[src/rtl/prbs_gen_check.sv]
// prbs_gen_check: parallel PRBS generator (PRBS7/15/23/31) with single-bit
// error injection, plus a self-synchronising checker that locks onto an
// incoming PRBS stream, flags per-bit errors and keeps a saturating count.
module prbs_gen_check #(
  parameter int WIDTH             = 8,
  parameter int ERR_COUNTER_WIDTH = 16,
  parameter int LOCK_THRESHOLD    = 8,
  parameter int UNLOCK_THRESHOLD  = 4
) (
  input  logic                         clock,
  input  logic                         reset,
  input  logic [1:0]                   mode,
  input  logic                         gen_enable,
  input  logic                         inject_error,
  output logic [WIDTH-1:0]             gen_word,
  output logic                         gen_valid,
  input  logic [WIDTH-1:0]             rx_word,
  input  logic                         rx_valid,
  input  logic                         err_clear,
  output logic                         locked,
  output logic [WIDTH-1:0]             err_word,
  output logic                         err_pulse,
  output logic [ERR_COUNTER_WIDTH-1:0] err_count
);

  // Words needed to fill the 31-bit history before checking is meaningful.
  localparam int PRIME_WORDS = (31 + WIDTH - 1) / WIDTH;
  localparam int PW  = $clog2(PRIME_WORDS + 1);
  localparam int GW  = $clog2(LOCK_THRESHOLD + 1);
  localparam int BW  = $clog2(UNLOCK_THRESHOLD + 1);
  localparam int PCW = $clog2(WIDTH + 1);
  localparam int SW  = ERR_COUNTER_WIDTH + PCW;

  typedef enum logic {SEARCH, LOCKED} state_t;

  logic [1:0]                   mode_reg;
  logic                         mode_change;
  logic [30:0]                  tap_mask;
  logic [30:0]                  win_mask;

  logic [30:0]                  gen_s_reg;
  logic [30:0]                  gen_s_next;
  logic [WIDTH-1:0]             gen_bits;
  logic [WIDTH-1:0]             gen_word_reg;
  logic                         gen_valid_reg;

  logic [30:0]                  hist_reg;
  logic [30:0]                  hist_next;
  logic [WIDTH-1:0]             chk_e;
  logic                         word_bad;
  logic [PCW-1:0]               e_pop;
  logic [PW-1:0]                prime_cnt_reg;
  logic                         priming;

  state_t                       state_reg;
  state_t                       state_next;
  logic [GW-1:0]                good_cnt_reg;
  logic [GW-1:0]                good_cnt_next;
  logic [BW-1:0]                bad_cnt_reg;
  logic [BW-1:0]                bad_cnt_next;

  logic [WIDTH-1:0]             err_word_reg;
  logic                         err_pulse_reg;
  logic [ERR_COUNTER_WIDTH-1:0] err_count_reg;
  logic [ERR_COUNTER_WIDTH-1:0] err_count_next;
  logic [SW-1:0]                sum_wide;

  assign mode_change = (mode != mode_reg);
  assign priming     = (prime_cnt_reg < PW'(PRIME_WORDS));

  assign gen_word  = gen_word_reg;
  assign gen_valid = gen_valid_reg;
  assign locked    = (state_reg == LOCKED);
  assign err_word  = err_word_reg;
  assign err_pulse = err_pulse_reg;
  assign err_count = err_count_reg;

  // Tap pair (n-1, m-1) and the n-bit live window for the registered mode.
  always_comb begin
    tap_mask = 31'h0000_0060;
    win_mask = 31'h0000_007F;
    case (mode_reg)
      2'd0: begin tap_mask = 31'h0000_0060; win_mask = 31'h0000_007F; end
      2'd1: begin tap_mask = 31'h0000_6000; win_mask = 31'h0000_7FFF; end
      2'd2: begin tap_mask = 31'h0042_0000; win_mask = 31'h007F_FFFF; end
      default: begin tap_mask = 31'h4800_0000; win_mask = 31'h7FFF_FFFF; end
    endcase
  end

  // Mode register; any difference from it is treated as a mode change.
  always_ff @(posedge clock) begin
    mode_reg <= mode;
  end

  // Unrolled generator: WIDTH LFSR steps, first new bit lands in the MSB.
  always_comb begin
    gen_s_next = gen_s_reg;
    gen_bits   = '0;
    for (int i = WIDTH - 1; i >= 0; i--) begin
      gen_s_next  = {gen_s_next[29:0], ^(gen_s_next & tap_mask)};
      gen_bits[i] = gen_s_next[0];
    end
  end

  // Generator state and output word; injection only touches the output.
  always_ff @(posedge clock) begin
    if (reset) begin
      gen_s_reg     <= '1;
      gen_word_reg  <= '0;
      gen_valid_reg <= 1'b0;
    end else if (mode_change) begin
      gen_s_reg     <= '1;
      gen_valid_reg <= 1'b0;
    end else if (gen_enable) begin
      gen_s_reg     <= gen_s_next;
      gen_word_reg  <= gen_bits ^ WIDTH'(inject_error);
      gen_valid_reg <= 1'b1;
    end else begin
      gen_valid_reg <= 1'b0;
    end
  end

  // Feed-forward check: each rx bit is compared against its own history,
  // including earlier bits of the same word. Zero window counts as bad.
  always_comb begin
    hist_next = hist_reg;
    chk_e     = '0;
    e_pop     = '0;
    for (int i = WIDTH - 1; i >= 0; i--) begin
      chk_e[i]  = rx_word[i] ^ (^(hist_next & tap_mask));
      hist_next = {hist_next[29:0], rx_word[i]};
    end
    for (int i = 0; i < WIDTH; i++) begin
      e_pop = e_pop + PCW'(chk_e[i]);
    end
    word_bad = (|chk_e) || ((hist_next & win_mask) == 31'd0);
  end

  // Lock state machine: next state and run-length counters.
  always_comb begin
    state_next    = state_reg;
    good_cnt_next = good_cnt_reg;
    bad_cnt_next  = bad_cnt_reg;
    if (rx_valid && !priming) begin
      case (state_reg)
        SEARCH: begin
          if (word_bad) begin
            good_cnt_next = '0;
          end else if (good_cnt_reg == GW'(LOCK_THRESHOLD - 1)) begin
            good_cnt_next = good_cnt_reg + 1'b1;
            bad_cnt_next  = '0;
            state_next    = LOCKED;
          end else begin
            good_cnt_next = good_cnt_reg + 1'b1;
          end
        end
        default: begin
          if (!word_bad) begin
            bad_cnt_next = '0;
          end else if (bad_cnt_reg == BW'(UNLOCK_THRESHOLD - 1)) begin
            bad_cnt_next  = '0;
            good_cnt_next = '0;
            state_next    = SEARCH;
          end else begin
            bad_cnt_next = bad_cnt_reg + 1'b1;
          end
        end
      endcase
    end
  end

  // Saturating error accumulation while locked; clear beats increment.
  always_comb begin
    sum_wide       = SW'(err_count_reg) + SW'(e_pop);
    err_count_next = err_count_reg;
    if (rx_valid && !priming && !mode_change && state_reg == LOCKED) begin
      if (|sum_wide[SW-1:ERR_COUNTER_WIDTH]) begin
        err_count_next = '1;
      end else begin
        err_count_next = sum_wide[ERR_COUNTER_WIDTH-1:0];
      end
    end
    if (err_clear) begin
      err_count_next = '0;
    end
  end

  // Checker registers: history, priming, lock state and error outputs.
  always_ff @(posedge clock) begin
    if (reset) begin
      hist_reg      <= '0;
      prime_cnt_reg <= '0;
      state_reg     <= SEARCH;
      good_cnt_reg  <= '0;
      bad_cnt_reg   <= '0;
      err_word_reg  <= '0;
      err_pulse_reg <= 1'b0;
      err_count_reg <= '0;
    end else begin
      err_count_reg <= err_count_next;
      if (mode_change) begin
        hist_reg      <= '0;
        prime_cnt_reg <= '0;
        state_reg     <= SEARCH;
        good_cnt_reg  <= '0;
        bad_cnt_reg   <= '0;
        err_word_reg  <= '0;
        err_pulse_reg <= 1'b0;
      end else begin
        state_reg    <= state_next;
        good_cnt_reg <= good_cnt_next;
        bad_cnt_reg  <= bad_cnt_next;
        if (rx_valid) begin
          hist_reg <= hist_next;
          if (priming) begin
            prime_cnt_reg <= prime_cnt_reg + 1'b1;
            err_word_reg  <= '0;
            err_pulse_reg <= 1'b0;
          end else begin
            err_word_reg  <= chk_e;
            err_pulse_reg <= (state_reg == LOCKED) && (|chk_e);
          end
        end else begin
          err_word_reg  <= '0;
          err_pulse_reg <= 1'b0;
        end
      end
    end
  end

endmodule

[config.mk]
export PLATFORM = sky130hd
export DESIGN_NAME = prbs_gen_check
export DESIGN_NICKNAME = d
export VERILOG_FILES = /design/src/rtl/prbs_gen_check.sv
export SDC_FILE = /design/constraint.sdc
export NUM_CORES = 1
export LEC_CHECK = 0
export CORE_ASPECT_RATIO = 1.25
export CORE_MARGIN = 1
export CORE_UTILIZATION = 45
export DETAILED_ROUTE_END_ITERATION = 10
export PLACE_DENSITY_LB_ADDON = 0.1
export SLEW_MARGIN = 10
export SYNTH_ARGS = -nofsm -noshare
export SYNTH_HDL_FRONTEND = slang
export SYNTH_SLANG_ARGS = --single-unit
[constraint.sdc]
create_clock -name clock -period 10.4 [get_ports clock]
set_input_delay 2.08 -clock clock [delete_from_list [all_inputs] [get_ports clock]]
set_output_delay 2.08 -clock clock [all_outputs]
set_load 0.01 [all_outputs]
==> results.txt <==
Tightest Hold Check Type - reg -> reg
Mapped Cells - 572
CP Max Fanout - 5
Total power - 0.0008473 W
Fin crit period - 6918 ps
LEAKAGE - 2.653 nW
CTS tree - done
Post-synthesis cell type count - 52
Setup Buffers After CTS - 0
Status - finished, final reports clean
First-pass GRT wire length - 20240 um
Clock root buffer - clkbuf_16
Worst vdd ir - 0.00008808 V
DRC Markers - 0
Syn avg cell area - 9.668 um^2
Data required, critical path - 10620 ps
Cell depth of the worst flop-to-flop path - 18
Layout cell share with drive strength beyond 1 - 7.756%
Clk Latency, worst-skew pair - 340 ps
Fmax - 144.5 MHz
Finish-stage setup viols - 0
Flops & latches, synth - 109
Fin crit share - 66.52%
Die Width - 101.2 um
Top_reg_cell synth - dfxtp_1
Total grt overflow - 0
Ys async rst share - 0%
Initial antenna violation count - 0
Core area - 0.01178 mm^2
Post-synthesis cell area - 0.005530 mm^2
Worst-Margin Slew - 1133 ps
Area grow syn2layout - 15.20%
Die ar. - 0.01274 mm^2
CTS Buffer Depth - 2
Synth Net Count - 602
Critical-path top delay cell - clkdlybuf4s50_1
Post-Route WL - 11930 um
Hold Crit Depth - 1
Wire length per cell - 15.55 um
Fin nets - 633
Iter 0 DRT Violations - 199
CTS resizes - 0
Avg Vias per Cell - 5.326
Vias in the first global route - 4050
Worst EP arrival - 7140 ps
CP peak stage delay - 540 ps
Yosys Warn Count - 0
Pin count of the biggest net entering global routing - 41
Routed Antenna Nets - 0
Post-CTS Hold Fix Bufs - 0
Setup Total Neg Slack - 0 ps
Seq/Total Area, Yosys - 39.46%
Crit Path Class - in -> reg
Via count - 4085
PwrDens - 133.0 mW/mm^2
Total track usage - 19.99%
EDFF count, synth - 0
Worst slack at placement - 3147 ps
Clock Sinks - 109
Relative max-transition margin - 23.91%
Most frequent cells in the layout - dfxtp_1, nor2_1, mux2i_1, nand2_1, clkdlybuf4s50_1
Initial Util - 46.94%
Area contributors post-synth - dfxtp_1, mux2i_1, xor2_1
RePlAce Congestion - 0.8228
Final Hold Viols - 0
Slew Limit Fails - 0
Post-DP HPWL - 8475 um
H-tree levels - 3
I/O Buffers - 50
Top Ports - 51
Synth area leader - dfxtp_1
Drt first pass iters - 4
Die H - 125.9 um
Clock slew at reported path FFs - 60 ps
Crit end category - flop
Synth top area share - 39.46%
Worst Skew - 5.524 ps
Max Cap Viol - 0
Antenna Cells - 0
CTS Buf Count - 9
Worst path cell trace - clkdlybuf4s50_1 > xor2_1 > mux4_2 > xnor2_2 > inv_1 > fa_1 > fa_1 > inv_1 > fa_1 > inv_1 > fa_1 > fa_1 > a21o_1 > a21oi_1 > nand2b_1 > inv_1 > and3_1 > xnor2_1 > a21oi_1
Setup repair after global routing missed its margin - no
Setup ws final - 3482 ps
FP Rows - 44
CP dominant cell by count - fa_1
Crit start category - input pin
Commonest non-fill, non-tap cell in the layout - dfxtp_1
## power by group
part	internal, W	switching, W
registers	0.000421	0.00000465
clock network	0.000191	0.000142
logic	0.0000399	0.0000492
total	0.000651	0.000196
## worst paths after layout
kind                                     start             end  slack, ps
worst max-delay path                rx_word[7]    err_count[6]       3480
worst min-delay path            bad_cnt_reg[2]  bad_cnt_reg[2]        470
worst max register to register     mode_reg[0]    err_count[6]       5210
worst min register to register  bad_cnt_reg[2]  bad_cnt_reg[2]        470
## layer usage
| metal | up-vias | global-route usage (%) | part of all wire (%) |
|---|---|---|---|
| li1 | 2028 | - | - |
| met2 | 72 | 33.21 | 49 |
| met1 | 1966 | 26.46 | 47 |
| met4 | 0 | 6.650 | 1.6 |
| met3 | 19 | 2.886 | 2.8 |
| met5 | - | 0 | 0 |
## cells in the mapped netlist, drive strengths merged (2+ instances only)
library cell  number
o221a              4
nor2b              4
or3                3
dfxtp            109
xnor2             42
nand3             11
fa                 5
xor2              42
or2                2
and3               6
o211a              3
a21o               2
o32ai              2
nand3b             2
buf               17
nor2              68
mux4              13
a21oi             24
inv               11
o21a               2
nor4               6
ha                 9
a31oi              2
or4                3
nand2b             2
o211ai             3
nand2             55
nor3               8
clkbuf            17
mux2i             60
o21ai             17
and4               2
nand4              5
## cells by family (layout without fill, tap and decap cells)
family | count (synthesis) | after routing | share of synthesized area (%)
flip-flops | 109 | 109 | 39.46
AO/OA/AOI/OAI | 67 | 67 | 7.760
multiplexers | 73 | 73 | 16.15
AND/OR/NAND/NOR | 180 | 180 | 14.75
buffers and inverters | 45 | 79 | 3.778
XOR/XNOR | 84 | 84 | 14.25
adder cells (fa/ha/maj) | 14 | 14 | 3.846
## worst max-delay path, delay by kind of cell
kind / cells / cell delay (ps)
adder cells (fa/ha/maj): 5 / 2340
AND/OR/NAND/NOR: 2 / 400
buffers and inverters: 5 / 810
XOR/XNOR: 3 / 540
multiplexers: 1 / 490
AO/OA/AOI/OAI: 3 / 460
## cell type report
type	count	area (um^2)
clock buffer	12	246.5
sequential	109	2182
tap	161	201.4
multi-input combinational	418	3144
timing repair buffer	54	520.5
fill	1130	5410
clock inverter	2	35.03
inverter	11	41.29
## metrics by stage
| step | cell area (um^2) | cells | utilization (%) | hold slack, ps |
|---|---|---|---|---|
| 4_1_cts | 6371 | 767 | 54.08 | 475.4 |
| 6_report | 6371 | 767 | 54.08 | 470.5 |
| 3_5_place_dp | 6090 | 753 | 51.69 | 460.5 |
| 5_1_grt | 6371 | 767 | 54.08 | 478.4 |
| 2_1_floorplan | 5530 | 572 | - | 445.3 |
| 3_3_place_gp | 6090 | 753 | 51.69 | 457.5 |
Power figures use the tool's default switching activity.
